===== src/rtl/muldiv_pkg.sv =====
// Shared types for the MIPS multiply/divide unit: op codes, FSM states and
// the iteration-step mode.
package muldiv_pkg;

  typedef enum logic [2:0] {
    OP_MULT  = 3'd0,
    OP_MULTU = 3'd1,
    OP_DIV   = 3'd2,
    OP_DIVU  = 3'd3,
    OP_MTHI  = 3'd4,
    OP_MTLO  = 3'd5
  } op_t;

  typedef enum logic [1:0] {
    IDLE,
    RUN,
    FIX
  } state_t;

  typedef enum logic {
    MODE_MUL,
    MODE_DIV
  } mode_t;

  function automatic logic is_div(input op_t o);
    return (o == OP_DIV) || (o == OP_DIVU);
  endfunction

  function automatic logic is_signed_op(input op_t o);
    return (o == OP_MULT) || (o == OP_DIV);
  endfunction

endpackage


===== src/rtl/muldiv_iter.sv =====
// Combinational radix-2 step: shift-add multiply or restoring shift-subtract
// divide on a {upper, lower} 2*WIDTH accumulator.
module muldiv_iter
  import muldiv_pkg::*;
#(
  parameter int WIDTH = 32
) (
  input  logic [2*WIDTH-1:0] acc_i,
  input  logic [WIDTH-1:0]   mag_i,
  input  mode_t              mode_i,
  output logic [2*WIDTH-1:0] acc_o
);

  logic [WIDTH:0] sum;
  logic [WIDTH:0] shl;
  logic [WIDTH:0] diff;

  always_comb begin
    sum  = {1'b0, acc_i[2*WIDTH-1:WIDTH]} + (acc_i[0] ? {1'b0, mag_i} : '0);
    // Upper half of {acc, 0}: partial remainder shifted left by one.
    shl  = acc_i[2*WIDTH-1:WIDTH-1];
    diff = shl - {1'b0, mag_i};
    if (mode_i == MODE_MUL) begin
      acc_o = {sum, acc_i[WIDTH-1:1]};
    end else if (!diff[WIDTH]) begin
      acc_o = {diff[WIDTH-1:0], acc_i[WIDTH-2:0], 1'b1};
    end else begin
      acc_o = {shl[WIDTH-1:0], acc_i[WIDTH-2:0], 1'b0};
    end
  end

endmodule


===== src/rtl/muldiv_unit.sv =====
// Iterative MULT/MULTU/DIV/DIVU unit with architectural HI/LO registers,
// MTHI/MTLO writes and a start/busy/done handshake.
module muldiv_unit
  import muldiv_pkg::*;
#(
  parameter int WIDTH = 32
) (
  input  logic             clk,
  input  logic             reset,
  input  logic             start,
  input  logic             flush,
  input  logic [2:0]       op,
  input  logic [WIDTH-1:0] a,
  input  logic [WIDTH-1:0] b,
  output logic             busy,
  output logic             done,
  output logic             div_by_zero,
  output logic [WIDTH-1:0] hi,
  output logic [WIDTH-1:0] lo
);

  localparam int CNT_W = $clog2(WIDTH + 1);

  state_t              state_q, state_d;
  logic [CNT_W-1:0]    cnt_q, cnt_d;
  logic [2*WIDTH-1:0]  acc_q, acc_d;
  logic [WIDTH-1:0]    mag_q, mag_d;
  mode_t               mode_q, mode_d;
  logic                qneg_q, qneg_d;
  logic                rneg_q, rneg_d;
  logic [WIDTH-1:0]    hi_q, hi_d;
  logic [WIDTH-1:0]    lo_q, lo_d;
  logic                done_q, done_d;
  logic                dbz_q, dbz_d;

  op_t                 op_c;
  logic                sgn;
  logic                a_neg, b_neg;
  logic [WIDTH-1:0]    a_mag, b_mag;
  logic [2*WIDTH-1:0]  acc_step;
  logic [2*WIDTH-1:0]  prod;
  logic [WIDTH-1:0]    quot, rem;

  assign op_c  = op_t'(op);
  assign sgn   = is_signed_op(op_c);
  assign a_neg = sgn & a[WIDTH-1];
  assign b_neg = sgn & b[WIDTH-1];
  assign a_mag = a_neg ? -a : a;
  assign b_mag = b_neg ? -b : b;

  muldiv_iter #(
    .WIDTH(WIDTH)
  ) u_iter (
    .acc_i (acc_q),
    .mag_i (mag_q),
    .mode_i(mode_q),
    .acc_o (acc_step)
  );

  // Most-negative / -1 needs no special case: the magnitude quotient is
  // 2^(WIDTH-1) with a positive sign, which wraps to most-negative.
  assign prod = qneg_q ? -acc_q : acc_q;
  assign quot = qneg_q ? -acc_q[WIDTH-1:0] : acc_q[WIDTH-1:0];
  assign rem  = rneg_q ? -acc_q[2*WIDTH-1:WIDTH] : acc_q[2*WIDTH-1:WIDTH];

  always_comb begin
    state_d = state_q;
    cnt_d   = cnt_q;
    acc_d   = acc_q;
    mag_d   = mag_q;
    mode_d  = mode_q;
    qneg_d  = qneg_q;
    rneg_d  = rneg_q;
    hi_d    = hi_q;
    lo_d    = lo_q;
    done_d  = 1'b0;
    dbz_d   = 1'b0;

    case (state_q)
      IDLE: begin
        if (start && !flush) begin
          case (op_c)
            OP_MULT, OP_MULTU: begin
              acc_d   = {{WIDTH{1'b0}}, b_mag};
              mag_d   = a_mag;
              mode_d  = MODE_MUL;
              qneg_d  = a_neg ^ b_neg;
              rneg_d  = 1'b0;
              cnt_d   = CNT_W'(WIDTH);
              state_d = RUN;
            end
            OP_DIV, OP_DIVU: begin
              if (b == '0) begin
                hi_d   = a;
                lo_d   = '1;
                done_d = 1'b1;
                dbz_d  = 1'b1;
              end else begin
                acc_d   = {{WIDTH{1'b0}}, a_mag};
                mag_d   = b_mag;
                mode_d  = MODE_DIV;
                qneg_d  = a_neg ^ b_neg;
                rneg_d  = a_neg;
                cnt_d   = CNT_W'(WIDTH);
                state_d = RUN;
              end
            end
            OP_MTHI: begin
              hi_d   = a;
              done_d = 1'b1;
            end
            OP_MTLO: begin
              lo_d   = a;
              done_d = 1'b1;
            end
            default: ;
          endcase
        end
      end

      RUN: begin
        if (flush) begin
          state_d = IDLE;
        end else begin
          acc_d = acc_step;
          cnt_d = cnt_q - 1'b1;
          if (cnt_q == CNT_W'(1)) begin
            state_d = FIX;
          end
        end
      end

      FIX: begin
        state_d = IDLE;
        if (!flush) begin
          done_d = 1'b1;
          if (mode_q == MODE_MUL) begin
            hi_d = prod[2*WIDTH-1:WIDTH];
            lo_d = prod[WIDTH-1:0];
          end else begin
            hi_d = rem;
            lo_d = quot;
          end
        end
      end

      default: state_d = IDLE;
    endcase
  end

  always_ff @(posedge clk or posedge reset) begin
    if (reset) begin
      state_q <= IDLE;
      cnt_q   <= '0;
      acc_q   <= '0;
      mag_q   <= '0;
      mode_q  <= MODE_MUL;
      qneg_q  <= 1'b0;
      rneg_q  <= 1'b0;
      hi_q    <= '0;
      lo_q    <= '0;
      done_q  <= 1'b0;
      dbz_q   <= 1'b0;
    end else begin
      state_q <= state_d;
      cnt_q   <= cnt_d;
      acc_q   <= acc_d;
      mag_q   <= mag_d;
      mode_q  <= mode_d;
      qneg_q  <= qneg_d;
      rneg_q  <= rneg_d;
      hi_q    <= hi_d;
      lo_q    <= lo_d;
      done_q  <= done_d;
      dbz_q   <= dbz_d;
    end
  end

  assign busy        = (state_q != IDLE);
  assign done        = done_q;
  assign div_by_zero = dbz_q;
  assign hi          = hi_q;
  assign lo          = lo_q;

endmodule

===== config.mk =====
export PLATFORM = sky130hd
export DESIGN_NAME = muldiv_unit
export DESIGN_NICKNAME = d
export VERILOG_FILES = /design/src/rtl/muldiv_pkg.sv /design/src/rtl/muldiv_iter.sv /design/src/rtl/muldiv_unit.sv
export SDC_FILE = /design/constraint.sdc
export NUM_CORES = 1
export LEC_CHECK = 0
export ABC_AREA = 0
export CAP_MARGIN = 40
export CORE_MARGIN = 2
export CORE_UTILIZATION = 50
export DETAILED_ROUTE_END_ITERATION = 10
export PLACE_DENSITY = 0.71
export SLEW_MARGIN = 20
export SYNTH_ARGS = -nofsm -noshare
export SYNTH_HDL_FRONTEND = slang
export SYNTH_SLANG_ARGS = --single-unit

===== constraint.sdc =====
create_clock -name clk -period 6.45 [get_ports clk]
set_clock_uncertainty 0.15 [all_clocks]
set_input_delay 0.645 -clock clk [delete_from_list [all_inputs] [get_ports clk]]
set_output_delay 0.645 -clock clk [all_outputs]
set_load 0.05 [all_outputs]

== After elaboration in Yosys (flattened, before gate mapping) ==
Cells that the tools add are included.

* Register bits: 173
* Bits of input ports: 71
* Output and inout port bits: 67
* Word-level logic and storage cells: 110

* Add/sub/neg operators: 8
* Equality and inequality tests: 18
* Multiplexer cells: 52
* Bitwise operators: 3
* Reduce and logical (&&, ||, !) cells: 18

{| class="wikitable"
|+ Operators with widths
! operator !! number
|-
| 2-to-1 mux 32 bit || 14
|-
| 2-to-1 mux 64 bit || 6
|-
| case mux 32 bit (2 select lines) || 5
|-
| case mux 64 bit (2 select lines) || 2
|-
| negator 32 bit || 4
|-
| negator 64 bit || 1
|-
| adder 32 x 33 -> 33 bit || 1
|-
| subtractor 33 x 32 -> 33 bit || 1
|-
| zero test 32 bit || 1
|-
| case mux 6 bit (2 select lines) || 2
|-
| 2-to-1 mux 6 bit || 3
|-
| AND reduction 5 bit || 3
|-
| case mux 1 bit (2 select lines) || 5
|-
| 2-to-1 mux 1 bit || 9
|-
| inequality test 3 x 1 -> 1 bit, second input constant || 3
|-
| inequality test 3 bit, second input constant || 3
|-
| 2-to-1 mux 2 bit || 4
|-
| inequality test 2 bit, second input constant || 4
|-
| case mux 2 bit (2 select lines) || 2
|-
| AND reduction 4 bit || 2
|-
| nonzero test 2 bit || 4
|-
| equality test 3 x 2 -> 1 bit, second input constant || 2
|-
| equality test 3 bit, second input constant || 2
|-
| equality test 6 x 1 -> 1 bit, second input constant || 1
|-
| other kinds (12) || 15
|}

== Longest topological paths before layout ==
Gate-level depths: netlist of run 1.

* Depth in word-level cells: 8
* Mapped depth: 15
* Depth with buffers taken out: 14

== Cells and area by module ==
From an unflattened synthesis of run 1, not the netlist that was laid out.

* Cell total of the unflattened synthesis: 2,136
* Area, all modules: 16,221.8 µm²

{| class="wikitable"
|+ By module, submodules not included
! module !! times used !! cells an instance !! area each (µm²) !! seq. area each (µm²)
|-
| muldiv_unit || 1 || 1,448 || 11,400.9 || 4,329.2
|-
| muldiv_iter || 1 || 688 || 4,820.9 || 0.0
|}

== Least setup slack after synthesis of run 1 ==
OpenSTA, ideal clock, no wires.

* Kind: register to register
* From: register acc_q[0]
* To: register acc_q[62]
* Library setup time: 0.126 ns
* Arrival: 3.348 ns
* Required time: 6.174 ns
* Slack: 2.826 ns
* Cell stages (with the launch flop): 16
* Path buffers: 2
* Period minus slack after synthesis: 3.624 ns
* Path through: dfrtp_1 clkbuf_1 inv_1 clkbuf_1 nor2_1 ha_1 a21o_1 a21oi_1 a21oi_1 o211ai_1 o21ai_0 o31a_1 a211oi_1 o21ai_0 xor2_1 a221o_1

* Cells in the longest elaborated chain, start to end: 5

{| class="wikitable"
|+ Ends and longest elaborated chain
! element !! line !! text
|-
| start: declaration || muldiv_unit.sv:26 || <nowiki>logic [2*WIDTH-1:0] acc_q, acc_d;</nowiki>
|-
| start signal: assignment || muldiv_unit.sv:155 || <nowiki>acc_q <= '0;</nowiki>
|-
| start signal: assignment || muldiv_unit.sv:167 || <nowiki>acc_q <= acc_d;</nowiki>
|-
| 2-to-1 mux 32 bit || muldiv_iter.sv:19 || <nowiki>sum = {1'b0, acc_i[2*WIDTH-1:WIDTH]} + (acc_i[0] ? {1'b0, mag_i} : '0);</nowiki>
|-
| adder 32 x 33 -> 33 bit || muldiv_iter.sv:19 ||
|-
| 2-to-1 mux 64 bit || muldiv_iter.sv:23 || <nowiki>if (mode_i == MODE_MUL) begin</nowiki>
|-
| 2-to-1 mux 64 bit || muldiv_unit.sv:122 || <nowiki>if (flush) begin</nowiki>
|-
| case mux 64 bit (2 select lines) || muldiv_unit.sv:79 || <nowiki>case (state_q)</nowiki>
|}

No other way between the ends. The select of a mux whose other input is x is not followed.
A chain may end at the register's enable or synchronous reset.

== Worst setup path after layout of run 1 ==
Ends and elaborated chain as after synthesis.

==> key figures, run 1 <==
Clock network
  • Max clock buf depth: 2
  • TritonCTS clock tree: yes
  • Source-to-sink clock delay at the later pin of the worst-skew pair: about 0.45 ns
  • Setup Buffers After CTS: 0
  • CTS Buf Count: 17
  • Clk slew on worst S/H paths: 0.08 ns
  • Cell chosen for the clock root: sky130_fd_sc_hd__clkbuf_16
  • CTS sink cnt: approximately 170
  • Number of levels the H-tree was split into: 4
  • Number of buffers inserted for hold repair after clock tree synthesis: 0
  • Count of instances resized after the clock tree is built: 0

Floorplan
  • Count of pins on the block boundary: ~140
  • Area of the die: 0.0313 mm^2
  • Height of the die: 177 um
  • Floorplan die width: 177 um
  • Cell row count: 63
  • Core area: slightly below 0.03 mm^2
  • Starting density of the core: 0.506

Yosys
  • Most frequent cells after synthesis: 221 x sky130_fd_sc_hd__nor2_1, 211 x sky130_fd_sc_hd__o21ai_0, 202 x sky130_fd_sc_hd__a21oi_1
  • Most common cell in the synthesized netlist: sky130_fd_sc_hd__nor2_1
  • Synthesized area divided by synthesized cell count: about 7.7 um^2
  • Proportion of register bits with asynchronous set or reset after synthesis: 1.00
  • Top_reg_cell synth: sky130_fd_sc_hd__dfrtp_1
  • Library cells used by synthesis: 72
  • Cell types with the largest area share after synthesis: sky130_fd_sc_hd__dfrtp_1 29%, sky130_fd_sc_hd__o21ai_0 7.1%, sky130_fd_sc_hd__xnor2_1 6.8%
  • Cell Area, Synth: ~0.015 mm^2
  • Number of synthesized flops with an enable pin: 0
  • Seq cells post-synth: between 150 and 200
  • Library cell occupying the most area in the post-synthesis netlist: sky130_fd_sc_hd__dfrtp_1
  • Yosys warning count: 0
  • Portion of synthesized cell area occupied by the leading cell type: 0.289
  • Post-synth net total: 2088
  • Cell count after synthesis: 1942
  • Seq/Total Area, Yosys: 0.289

Power
  • Fraction of power consumed by sequential logic: 0.277
  • Leak Pwr: 7.28 nW
  • Total power of the final layout: 0.00671 W
  • Proportion of power drawn by the clock network: 0.163
  • Cell area power density: just under 400 mW/mm^2
  • Combinational power share: 0.560
  • Cell internal power dissipation: roughly 0.0034 W
  • Net switching power figure: around 0.0033 W
  • Sw Ratio: 0.487
  • Maximum ir drop on the vdd rail: between 0.2 and 0.25 mV

Global route
  • Total overflow reported by the global router: 0
  • First-pass GRT wire length: 77800 um
  • Gr busiest metal: met2
  • Initial antenna violation count: 0
  • Via count of the first global-routing pass: between 10000 and 15000
  • Met3 track demand over resource: 0.0492
  • GR Layer Usage met1: 0.450
  • Total global-route track usage: 0.321
  • Global routing usage on met2: 0.496
  • Pin count of the biggest net entering global routing: 93

Final layout
  • N_diodes: 0
  • Post-route cell area: ~0.017 mm^2
  • Count of placed standard cells in the final layout, fillers left out: 2416
  • Area delta synth->final: 15.7%
  • Fraction of layout instances using a drive strength above 1: 0.0499
  • Net total in the final layout: about 2200
  • Filler cells: roughly 2700

Timing
  • Final total negative setup slack: 0 ns
  • Unrepaired setup endpoints after global routing: no
  • Post-route fraction of the period consumed by the critical path: 0.707
  • Measured slew at the worst slew-check pin: 0.857 ns
  • Headroom to the max-slew limit: 0.428
  • Final Critical Period: approximately 4.6 ns
  • Final count of hold timing violations: 0
  • Top achievable clock speed: about 220 MHz
  • Number of slew-limit violations in the final report: 0
  • Final number of setup-violating endpoints: 0
  • Post-route worst setup slack: about 1.9 ns

Worst setup path
  • Buffers plus inverters on the worst setup path: 2
  • Element type at the critical path start: register
  • Critical-path top delay cell: sky130_fd_sc_hd__dfrtp_1
  • Worst setup path category: register to register
  • Critical path arrival: ~4.7 ns
  • Delay of the slowest cell on the worst path: ~0.54 ns
  • Sort of element at the end of the critical path: register
  • Required arrival time at the worst endpoint: 6.62 ns
  • Critical Path, Cell by Cell: inv_1 -> buf_4 -> nor2_1 -> ha_1 -> a21o_1 -> a21oi_1 -> a21oi_1 -> o211ai_1 -> o21ai_0 -> o31a_1 -> a211oi_1 -> o21ai_0 -> xor2_1 -> a221o_1
  • Max Fanout on Critical Path: 30
  • Kind of cell adding the most delay to the critical path: compound AO/OA/AOI/OAI gates

Drt
  • Vias per std cell: 6.20
  • Number of violations reported at the end of detailed-routing iteration 0: approximately 1600
  • Antenna-violating nets left: 0
  • Post-detailed-route DRC marker count: 0
  • Total via count in the routed design: 14990
  • Per-cell routed wire length: between 20 and 25 um
  • Iteration count of the initial detailed-routing pass: 5
  • Drt total wl: between 50000 and 60000 um

Place
  • Dpl ws: between 1.5 and 2 ns
  • IO buf count: 137
  • HPWL after detailed placement: around 38000 um
  • Total placed cells including tap cells: approximately 2400
  • Post-Place Cell Area: around 0.017 mm^2
  • Routability congestion estimate: between 0.9 and 1

Hold path
  • Class of the most critical hold timing path: primary input to async pin

Outcome
  • Outcome: finished, final reports clean

Run
  • MaxCap Viol Count: 0
## layout by cell type (no fill, tap or decap), types with 59 or more instances in the layout
cell type / count
sky130_fd_sc_hd__nand2_1: 201
sky130_fd_sc_hd__mux2i_1: 74
sky130_fd_sc_hd__xor2_1: 59
sky130_fd_sc_hd__inv_1: 71
sky130_fd_sc_hd__a21oi_1: 202
sky130_fd_sc_hd__xnor2_1: 116
sky130_fd_sc_hd__o21ai_0: 211
sky130_fd_sc_hd__dfrtp_1: 172
sky130_fd_sc_hd__clkdlybuf4s50_1: 137
sky130_fd_sc_hd__nor2_1: 219
sky130_fd_sc_hd__ha_1: 72
## flip-flops by register name (all words and copies together), names as in the netlist
name	flops
lo	32
qneg_q	1
cnt_q	6
rneg_q	1
mode_q	1
hi	32
div_by_zero	1
done	1
mag_q	32
acc_q	64
state_q	2
## power by group through the flow
stage               registers (W)  clock network, W  logic, W
global route              0.00190           0.00114   0.00409
global placement          0.00185                 0   0.00361
detailed placement        0.00186                 0   0.00368
CTS                       0.00184           0.00110   0.00370
finish                    0.00186           0.00109   0.00376
floorplan                 0.00211                 0   0.00237
## metrics by stage
stage	utilization	hold WS, ns
finish	0.586	0.309
global route	0.586	0.319
CTS	0.583	0.339
detailed placement	0.563	0.320
global placement	0.561	0.311
floorplan	-	0.300
## worst register-to-register path, delay by kind of cell, from the launching register on
| family | cells | cell delay, ns |
|---|---|---|
| AOI/OAI and AO/OA | 9 | 2.58 |
| xor gates and xnor gates | 1 | 0.18 |
| adders and majority gates | 1 | 0.36 |
| buffers and inverters | 2 | 0.54 |
| DFF | 1 | 0.54 |
| and+or+nand+nor | 1 | 0.11 |
## final timing paths
check	from	endpoint	slack [ns]	cells after the start
worst max-delay path	acc_q[0]	acc_q[62]	1.89	14
worst min-delay path	reset	acc_q[40]	0.31	2
worst max register to register	acc_q[0]	acc_q[62]	1.89	14
worst min register to register	lo[2]	lo[2]	0.33	2
max in group asynchronous	reset	cnt_q[1]	4.56	5
min in group clk	lo[2]	lo[2]	0.33	2
## kinds of logic (layout without fill, tap and decap cells)
family          after synthesis  after routing  share of synthesized area
compound gates              629            629                      0.249
simple gates                620            620                      0.192
buf+inv                     189            273                     0.0496
xor+xnor                    175            175                      0.102
flops                       173            173                      0.289
mux                          81             81                     0.0547
fa+ha+maj                    75             75                     0.0637
## per-layer routing
metal / up-vias / share of wire / wire (um)
met4: 0 / 0.041 / 2090
met2: 678 / 0.44 / 22400
li1: 7043 / - / -
met5: - / 0 / 0
met3: 118 / 0.084 / 4230
met1: 7151 / 0.43 / 22000
## cell type report
class	count	area, um^2	area share
repair buffers	169	1670	0.0965
clock buffers	18	439	0.0253
flip-flops and latches	173	4330	0.250
inverters	72	275	0.0159
well taps	390	488	0.0282
multi-input cells	1580	9960	0.575
clock inverters	14	164	0.00946
Note: power is estimated with default switching activity, not from simulation.
==> inputs of run 2 (changes only) <==
- PLACE_DENSITY: 0.71 -> 0.74
- clock period: 6.45 -> 4.07 ns (I/O delays scaled with it)
==> key figures, run 2 (synthesis gave the netlist of run 1 again) <==
Global route
  • Total global-route track usage: 0.331
  • Via count of the first global-routing pass: approximately 14000
  • Pin count of the biggest net entering global routing: 83
  • Met3 track demand over resource: 0.0490
  • First-pass GRT wire length: ~80000 um
  • GR Layer Usage met1: 0.458
  • Global routing usage on met2: 0.516
  • Total overflow reported by the global router: 0
  • Initial antenna violation count: 1
  • Gr busiest metal: met2

Final layout
  • Net total in the final layout: about 2200
  • Most frequent cells in the layout: 219 x sky130_fd_sc_hd__nor2_1, 211 x sky130_fd_sc_hd__o21ai_0, 201 x sky130_fd_sc_hd__nand2_1
  • Count of placed standard cells in the final layout, fillers left out: 2473
  • Most flop-heavy register: acc_q
  • Largest register FFs: 64
  • Fraction of layout instances using a drive strength above 1: 0.0768
  • N_diodes: 0
  • Area delta synth->final: 18.6%
  • Most common cell after layout, fill and taps aside: sky130_fd_sc_hd__nor2_1

Power
  • Total power of the final layout: approximately 0.011 W
  • Cell area power density: between 600 and 700 mW/mm^2
  • Maximum ir drop on the vdd rail: between 0.3 and 0.4 mV
  • Leak Pwr: about 7.6 nW

Worst setup path
  • Critical-path top delay cell: sky130_fd_sc_hd__dfrtp_1
  • Critical path arrival: approximately 4 ns
  • Element type at the critical path start: register
  • Delay of the slowest cell on the worst path: approximately 0.50 ns
  • Worst setup path category: register to register
  • Buffers plus inverters on the worst setup path: 2
  • Critical Path, Cell by Cell: inv_1 -> ha_1 -> fa_1 -> nand2b_1 -> a21oi_2 -> o21ai_1 -> a21oi_2 -> o2111ai_1 -> and3_1 -> nor2_4 -> buf_12 -> mux2_2 -> a21oi_1 -> o21ai_0
  • Kind of cell adding the most delay to the critical path: compound AO/OA/AOI/OAI gates
  • Sort of element at the end of the critical path: register
  • Required arrival time at the worst endpoint: 4.22 ns
  • Most prevalent standard cell on the critical path: sky130_fd_sc_hd__a21oi_2
  • Max Fanout on Critical Path: 14

Timing
  • Final count of hold timing violations: 0
  • Post-route fraction of the period consumed by the critical path: 0.954
  • Final total negative setup slack: 0 ns
  • Final Critical Period: about 4 ns
  • Final number of setup-violating endpoints: 0
  • Measured slew at the worst slew-check pin: between 0.8 and 0.9 ns
  • Headroom to the max-slew limit: 0.448
  • Top achievable clock speed: 257 MHz
  • Number of slew-limit violations in the final report: 0
  • Unrepaired setup endpoints after global routing: no

Clock network
  • Max clock buf depth: 2
  • Source-to-sink clock delay at the later pin of the worst-skew pair: around 0.44 ns
  • CTS sink cnt: between 150 and 200
  • TritonCTS clock tree: yes
  • Cell chosen for the clock root: sky130_fd_sc_hd__clkbuf_16
  • Number of levels the H-tree was split into: 4
  • CTS Buf Count: 17
  • Setup Buffers After CTS: 0
  • Clk slew on worst S/H paths: around 0.080 ns

Drt
  • Total via count in the routed design: 15304
  • Iteration count of the initial detailed-routing pass: 6
  • Antenna-violating nets left: 0
  • Post-detailed-route DRC marker count: 0
  • Per-cell routed wire length: ~21 um
  • Drt total wl: 51800 um
  • Number of violations reported at the end of detailed-routing iteration 0: around 1600
  • Vias per std cell: 6.19

Floorplan
  • Core area: about 0.03 mm^2
  • Cell row count: 63
  • Floorplan die width: 177 um
  • Starting density of the core: 0.506
  • Area of the die: approximately 0.031 mm^2
  • Height of the die: ~180 um
  • Count of pins on the block boundary: between 100 and 150

Place
  • Total placed cells including tap cells: between 2000 and 2500
  • Routability congestion estimate: 0.973
  • IO buf count: between 100 and 150
  • HPWL after detailed placement: 39700 um

Outcome
  • Outcome: finished, final reports clean

Run
  • MaxCap Viol Count: 0

Hold path
  • Class of the most critical hold timing path: primary input to async pin
==> run 2: changes by cell type in the layout (fill, tap and decap cells not counted), sizes merged <==
cell / before / now
clkinvlp: 0 / 1
inv: 81 / 79
buf: 31 / 89
bufinv: 1 / 0
clkinv: 4 / 5
==> run 2: per-stage QoR <==
step,instance area (um^2),util,hold slack (ns),setup WS (ns)
floorplan,15000,-,0.300,0.446
global route,17800,0.601,0.256,0.0145
detailed placement,17200,0.580,0.319,0.118
finish,17800,0.601,0.226,0.186
global placement,17100,0.580,0.313,0.149
CTS,17700,0.600,0.234,0.0736
==> run 2: worst register-to-register path: cells and delay by family, from the launching register on <==
kind / cells / cell delay [ns]
AO/OA/AOI/OAI: 6 / 1.04
adder cells (fa/ha/maj): 2 / 0.73
AND/OR/NAND/NOR: 3 / 0.66
flip-flops: 1 / 0.50
buffers and inverters: 2 / 0.36
multiplexers: 1 / 0.34
==> run 2: power breakdown <==
group | leakage (nW) | total (W) | switching [W] | internal, W
sequential | 2.12 | 0.00282 | 0.000592 | 0.00222
combinational | 5.15 | 0.00629 | 0.00376 | 0.00252
clock | 0.286 | 0.00165 | 0.000810 | 0.000843
==> run 2: worst paths after layout <==
kind,slack (ns),from,end,cells past startpoint
worst max register to register,0.19,acc_q[31],acc_q[41],14
worst min-delay path,0.23,reset,mag_q[9],2
min in group clk,0.33,hi[21],hi[21],2
worst min register to register,0.33,hi[21],hi[21],2
max in group asynchronous,2.80,reset,lo[3],3
worst max-delay path,0.19,acc_q[31],acc_q[41],14
==> run 2: metal layers <==
| metal | wire [um] | up-vias |
|---|---|---|
| li1 | - | 7174 |
| met1 | 22100 | 7253 |
| met2 | 23100 | 763 |
| met3 | 4410 | 114 |
| met4 | 2140 | 0 |
| met5 | 0 | - |
==> run 2: area by class of cell <==
cell class              instances  area, um^2
clock buffers                  19         453
clock inverters                13         123
fillers                      2656       11800
inverters                      72         274
multi-input cells            1580        9960
flip-flops and latches        173        4330
well taps                     390         488
repair buffers                226        2130
==> run 2: what timing repair did <==
action,in CTS,in global routing
setup endpoints to repair,0,13
hold buffers,0,0
gates resized for setup,0,2
==> inputs of run 3 (changes only) <==
- ABC_AREA: 0 -> not set
- PLACE_DENSITY: 0.74 -> 0.72
- clock period: 4.07 -> 4.8 ns (I/O delays scaled with it)
==> key figures, run 3 (synthesis gave the netlist of run 1 again) <==
Timing
  • Measured slew at the worst slew-check pin: 0.804 ns
  • Final total negative setup slack: 0 ns
  • Headroom to the max-slew limit: 0.458
  • Final Critical Period: ~4.2 ns
  • Top achievable clock speed: 240 MHz
  • Number of slew-limit violations in the final report: 0
  • Unrepaired setup endpoints after global routing: no
  • Final number of setup-violating endpoints: 0
  • Post-route fraction of the period consumed by the critical path: 0.870
  • Final count of hold timing violations: 0
  • Post-route worst setup slack: 0.626 ns

Floorplan
  • Area of the die: between 0.03 and 0.04 mm^2
  • Starting density of the core: 0.506
  • Floorplan die width: around 180 um
  • Core area: slightly below 0.03 mm^2
  • Count of pins on the block boundary: between 100 and 150
  • Height of the die: 177 um
  • Cell row count: 63

Place
  • Routability congestion estimate: 0.966
  • Post-Place Cell Area: roughly 0.017 mm^2
  • Total placed cells including tap cells: about 2400
  • HPWL after detailed placement: roughly 38000 um
  • Dpl ws: between 0.7 and 0.8 ns
  • IO buf count: between 100 and 150

Worst setup path
  • Required arrival time at the worst endpoint: approximately 5 ns
  • Max Fanout on Critical Path: 28
  • Critical Path, Cell by Cell: inv_1 -> buf_4 -> nor2_1 -> ha_1 -> and3_1 -> and3_1 -> nand3_1 -> o31a_1 -> o21ai_0 -> o31a_1 -> a211oi_1 -> o21ai_0 -> xor2_1 -> a221o_1
  • Critical-path top delay cell: sky130_fd_sc_hd__a211oi_1
  • Buffers plus inverters on the worst setup path: 2
  • Worst setup path category: register to register
  • Sort of element at the end of the critical path: register
  • Critical path arrival: ~4.3 ns
  • Element type at the critical path start: register
  • Delay of the slowest cell on the worst path: 0.43 ns
  • Beginning of the worst register-to-register path: acc_q[0]
  • Kind of cell adding the most delay to the critical path: compound AO/OA/AOI/OAI gates
  • Source of the critical timing path: acc_q[0]

Global route
  • Total global-route track usage: 0.325
  • First-pass GRT wire length: approximately 79000 um
  • Initial antenna violation count: 0
  • Pin count of the biggest net entering global routing: approximately 100
  • Via count of the first global-routing pass: roughly 14000
  • Total overflow reported by the global router: 0

Drt
  • Total via count in the routed design: ~15000
  • Antenna-violating nets left: 0
  • Per-cell routed wire length: ~21 um
  • Vias per std cell: 6.19
  • Drt total wl: slightly above 50000 um
  • Number of violations reported at the end of detailed-routing iteration 0: between 1000 and 1500
  • Iteration count of the initial detailed-routing pass: 6
  • Post-detailed-route DRC marker count: 0

Final layout
  • N_diodes: 0
  • Count of placed standard cells in the final layout, fillers left out: 2437
  • Largest register FFs: 64
  • Most frequent cells in the layout: 219 x sky130_fd_sc_hd__nor2_1, 211 x sky130_fd_sc_hd__o21ai_0, 202 x sky130_fd_sc_hd__a21oi_1
  • Post-route cell area: 0.0176 mm^2
  • Area delta synth->final: 17.3%
  • Fraction of layout instances using a drive strength above 1: 0.0591
  • Net total in the final layout: roughly 2200
  • Most flop-heavy register: acc_q
  • Most common cell after layout, fill and taps aside: sky130_fd_sc_hd__nor2_1

Clock network
  • Setup Buffers After CTS: 0
  • Cell chosen for the clock root: sky130_fd_sc_hd__clkbuf_16
  • Clk slew on worst S/H paths: 0.08 ns
  • CTS sink cnt: ~170
  • Count of instances resized after the clock tree is built: 0
  • Number of levels the H-tree was split into: 4
  • Max clock buf depth: 2
  • Source-to-sink clock delay at the later pin of the worst-skew pair: roughly 0.44 ns
  • TritonCTS clock tree: yes
  • Number of buffers inserted for hold repair after clock tree synthesis: 0
  • CTS Buf Count: 17

Power
  • Maximum ir drop on the vdd rail: 0.260 mV
  • Leak Pwr: about 7.4 nW
  • Total power of the final layout: just over 0.009 W
  • Cell area power density: around 520 mW/mm^2

Hold path
  • Class of the most critical hold timing path: primary input to async pin

Outcome
  • Outcome: finished, final reports clean

Run
  • MaxCap Viol Count: 0
-- run 3: cell count changes in the layout (fill, tap and decap cells not counted) --
cell	before	now
sky130_fd_sc_hd__inv_8	2	0
sky130_fd_sc_hd__bufinv_16	0	4
sky130_fd_sc_hd__clkinv_8	1	0
sky130_fd_sc_hd__buf_12	5	3
sky130_fd_sc_hd__a21oi_2	3	1
sky130_fd_sc_hd__inv_6	6	8
sky130_fd_sc_hd__clkbuf_8	2	0
sky130_fd_sc_hd__buf_8	1	2
sky130_fd_sc_hd__a21oi_1	200	202
sky130_fd_sc_hd__clkinv_2	1	0
sky130_fd_sc_hd__clkbuf_1	0	1
sky130_fd_sc_hd__buf_16	1	3
sky130_fd_sc_hd__buf_4	82	46
sky130_fd_sc_hd__clkinv_4	3	1
-- run 3: path summary, 6_finish.rpt --
kind | end | slack, ns | cells after the start
min in group clk | lo[3] | 0.33 | 2
max in group asynchronous | mag_q[18] | 3.32 | 3
worst min register to register | lo[3] | 0.33 | 2
worst min-delay path | mag_q[5] | 0.29 | 2
worst max-delay path | acc_q[62] | 0.63 | 14
worst max register to register | acc_q[62] | 0.63 | 14
-- run 3: routing by layer --
layer,vias to the layer above,global-route usage,part of all wire
li1,7067,-,-
met1,7155,0.446,0.43
met5,-,0,0
met3,131,0.0537,0.084
met4,0,0.143,0.047
met2,741,0.504,0.44
-- run 3: layout make-up --
class                      count  area, um^2
clock buffer                  18         429
timing repair buffer         191        1890
multi-input combinational   1580        9960
inverter                      72         274
clock inverter                13         199
fill                        2703       12000
sequential                   173        4330
tap                          390         488
-- run 3: where the power goes --
part	switching (W)	internal, W	leakage (nW)
Sequential	0.000558	0.00188	2.12
Combinational	0.00311	0.00203	4.98
Clock	0.000666	0.000886	0.308
Total	0.00433	0.00480	7.41
-- run 3: metrics by stage --
stage / hold WS (ns) / utilization
2_1_floorplan: 0.300 / -
3_3_place_gp: 0.310 / 0.569
3_5_place_dp: 0.320 / 0.571
4_1_cts: 0.309 / 0.592
5_1_grt: 0.320 / 0.594
6_report: 0.294 / 0.594
==> edit: new RTL, settings of run 2 <==
Take the reset off `lo_q` and load it in a clocked block of its own.
--- a/src/rtl/muldiv_unit.sv
+++ b/src/rtl/muldiv_unit.sv
@@ -159,5 +159,4 @@
       rneg_q  <= 1'b0;
       hi_q    <= '0;
-      lo_q    <= '0;
       done_q  <= 1'b0;
       dbz_q   <= 1'b0;
@@ -171,8 +170,11 @@
       rneg_q  <= rneg_d;
       hi_q    <= hi_d;
-      lo_q    <= lo_d;
       done_q  <= done_d;
       dbz_q   <= dbz_d;
     end
+  end
+
+  always_ff @(posedge clk) begin
+    lo_q <= lo_d;
   end
 
Function: changed (Yosys sat finds a counterexample within 4 cycles, from zero or initial values and one cycle with reset high).
==> edit against run 2 <==
  * Sequential share of layout area grew 0.97 points
  * Count of clock-buffer cells in the layout grew 1
  * Total power shrank 12%
  * Synthesized area shrank 0.66%
  * Cell area shrank 0.25%
  * Sequential cell count is the same
  * Fmax grew 0.28%
  * Routed wire length shrank 2.7%
  * Critical path type unchanged
  * Sequential power shrank 7%
  * Worst setup slack gained 0.011 ns
  * Global-route usage shrank 0.54 points
==> edit: results (changes against run 2) <==
Status: finished clean
Syn_nets: 2030 (-2.8%)
Reg-to-Reg End: acc_q[57]
Slowest CP cell: a211oi_1
Post-CTS Setup Inserts: 0 (unchanged)
Post-synthesis cell type count: 82 (+14%)
# nets final: 2168 (-2.2%)
Final GP Congestion: 1.005 (+3.3%)
Critical Path AT: 4.08 ns (+0.04 ns)
Post-route insts no fill: 2425 (-1.9%)
CP max stage delay: 0.44 ns (-0.06 ns)
Register area share after synthesis: 0.3019 (+0.01269)
Post-cts repair resize count: 0 (unchanged)
Final wirelength: 50350 µm (-2.7%)
Clk_lat worst skew: 0.47 ns (+0.03 ns)
Max Fanout on Critical Path: 32 (+18)
Via count: 15075 (-1.5%)
Vias in the first global route: 14387 (-0.55%)
Mapped Cells: 1884 (-3.0%)
EDFF count, synth: 32 (+32)
Initial DRC count: 1651 (+1.1%)
Worst Hold Class: primary input to asynchronous set/reset pin
Most frequent cells after synthesis: 231 x nor2_1, 215 x a21oi_1, 178 x nand2_1
Top delay family on crit path: compound AO/OA/AOI/OAI gates
HPWL Detailed: 37930 µm (-4.4%)
LEAKAGE: 7.279 nW (-3.7%)
Largest net degree at the start of global routing: 78 (-6.0%)
Ratio of cells with drive above 1 in the final layout: 0.08845 (+0.01164)
FF-to-FF path depth: 15 (+1)
Area contributors post-synth: dfrtp_1 24%, a21oi_1 7.2%, edfxtp_1 6.5%
Critical R2R Launch: acc_q[0]
Total track usage: 0.3261 (-0.005388)
First-pass GRT wire length: 78890 µm (-1.9%)
Max-slew headroom: 0.4648 (+0.01642)
Max VDD drop: 0.0004046 V (+27%)
==> edit: changes by cell type after synthesis, moves of 12 or more <==
| cell | delta |
|---|---|
| o21ai_0 | -41 |
| dfrtp_1 | -32 |
| nor3_1 | +12 |
| xnor2_1 | -22 |
| nand2_1 | -23 |
| nand3_1 | +20 |
| edfxtp_1 | +32 |
| a21oi_1 | +13 |
| xor2_1 | +21 |
| o31ai_1 | +14 |
| o22ai_1 | -27 |
==> edit: layout make-up <==
class / count / area, µm²
clock buffer: 20 / 466.7
clock inverter: 12 / 136.4
fill: 2671 / 11760
inverter: 70 / 266.5
multi-input combinational: 1535 / 9749
sequential: 173 / 4491
tap: 390 / 488.0
timing repair buffer: 225 / 2120
==> edit: cells by family (layout without fill, tap and decap cells) <==
kind of cell,Yosys count,after routing,synth area share
DFF,173,173,0.3019
buffers and inverters,176,327,0.04669
and+or+nand+nor,626,626,0.1938
muxes,73,73,0.04972
xor gates and xnor gates,174,174,0.1025
AOI/OAI and AO/OA,587,587,0.2414
adders and majority gates,75,75,0.06411
==> edit: per-stage QoR <==
stage / cell area, µm² / total power, mW / util / setup slack, ns / hold slack (ns)
after floorplan: 14880 / 6.072 / - / 0.3796 / 0.2998
after global placement: 17110 / 7.553 / 0.5803 / 0.1964 / 0.3170
after detailed placement: 17110 / 7.659 / 0.5805 / 0.1161 / 0.3205
after CTS: 17720 / 9.411 / 0.6010 / 0.3145 / 0.2380
after global routing: 17720 / 10.08 / 0.6010 / 0.02840 / 0.2636
final: 17720 / 9.498 / 0.6010 / 0.1967 / 0.2183
==> edit: where the power goes <==
| part | switching, mW | internal, mW | leakage [nW] |
|---|---|---|---|
| clock network | 0.782 | 0.958 | 0.289 |
| logic | 3.09 | 2.04 | 4.96 |
| registers | 0.477 | 2.16 | 2.03 |
| total | 4.35 | 5.15 | 7.28 |
==> edit: metal layers <==
layer,GRT usage,vias up,part of all wire
met2,0.5046,807,0.45
met3,0.06094,162,0.088
met1,0.4343,7108,0.41
li1,-,6996,-
met5,0,-,0.00024
met4,0.1708,2,0.050
==> edit: worst max-delay path by stage <==
stage	start	endpoint	slack, ns	depth (start not counted)
after global placement	b[11]	hi[19]	0.20	12
after floorplan	b[13]	lo[0]	0.38	8
after global routing	acc_q[32]	acc_q[58]	0.03	13
final	acc_q[0]	acc_q[57]	0.20	15
after detailed placement	b[11]	hi[21]	0.12	12
after CTS	acc_q[0]	acc_q[58]	0.31	15
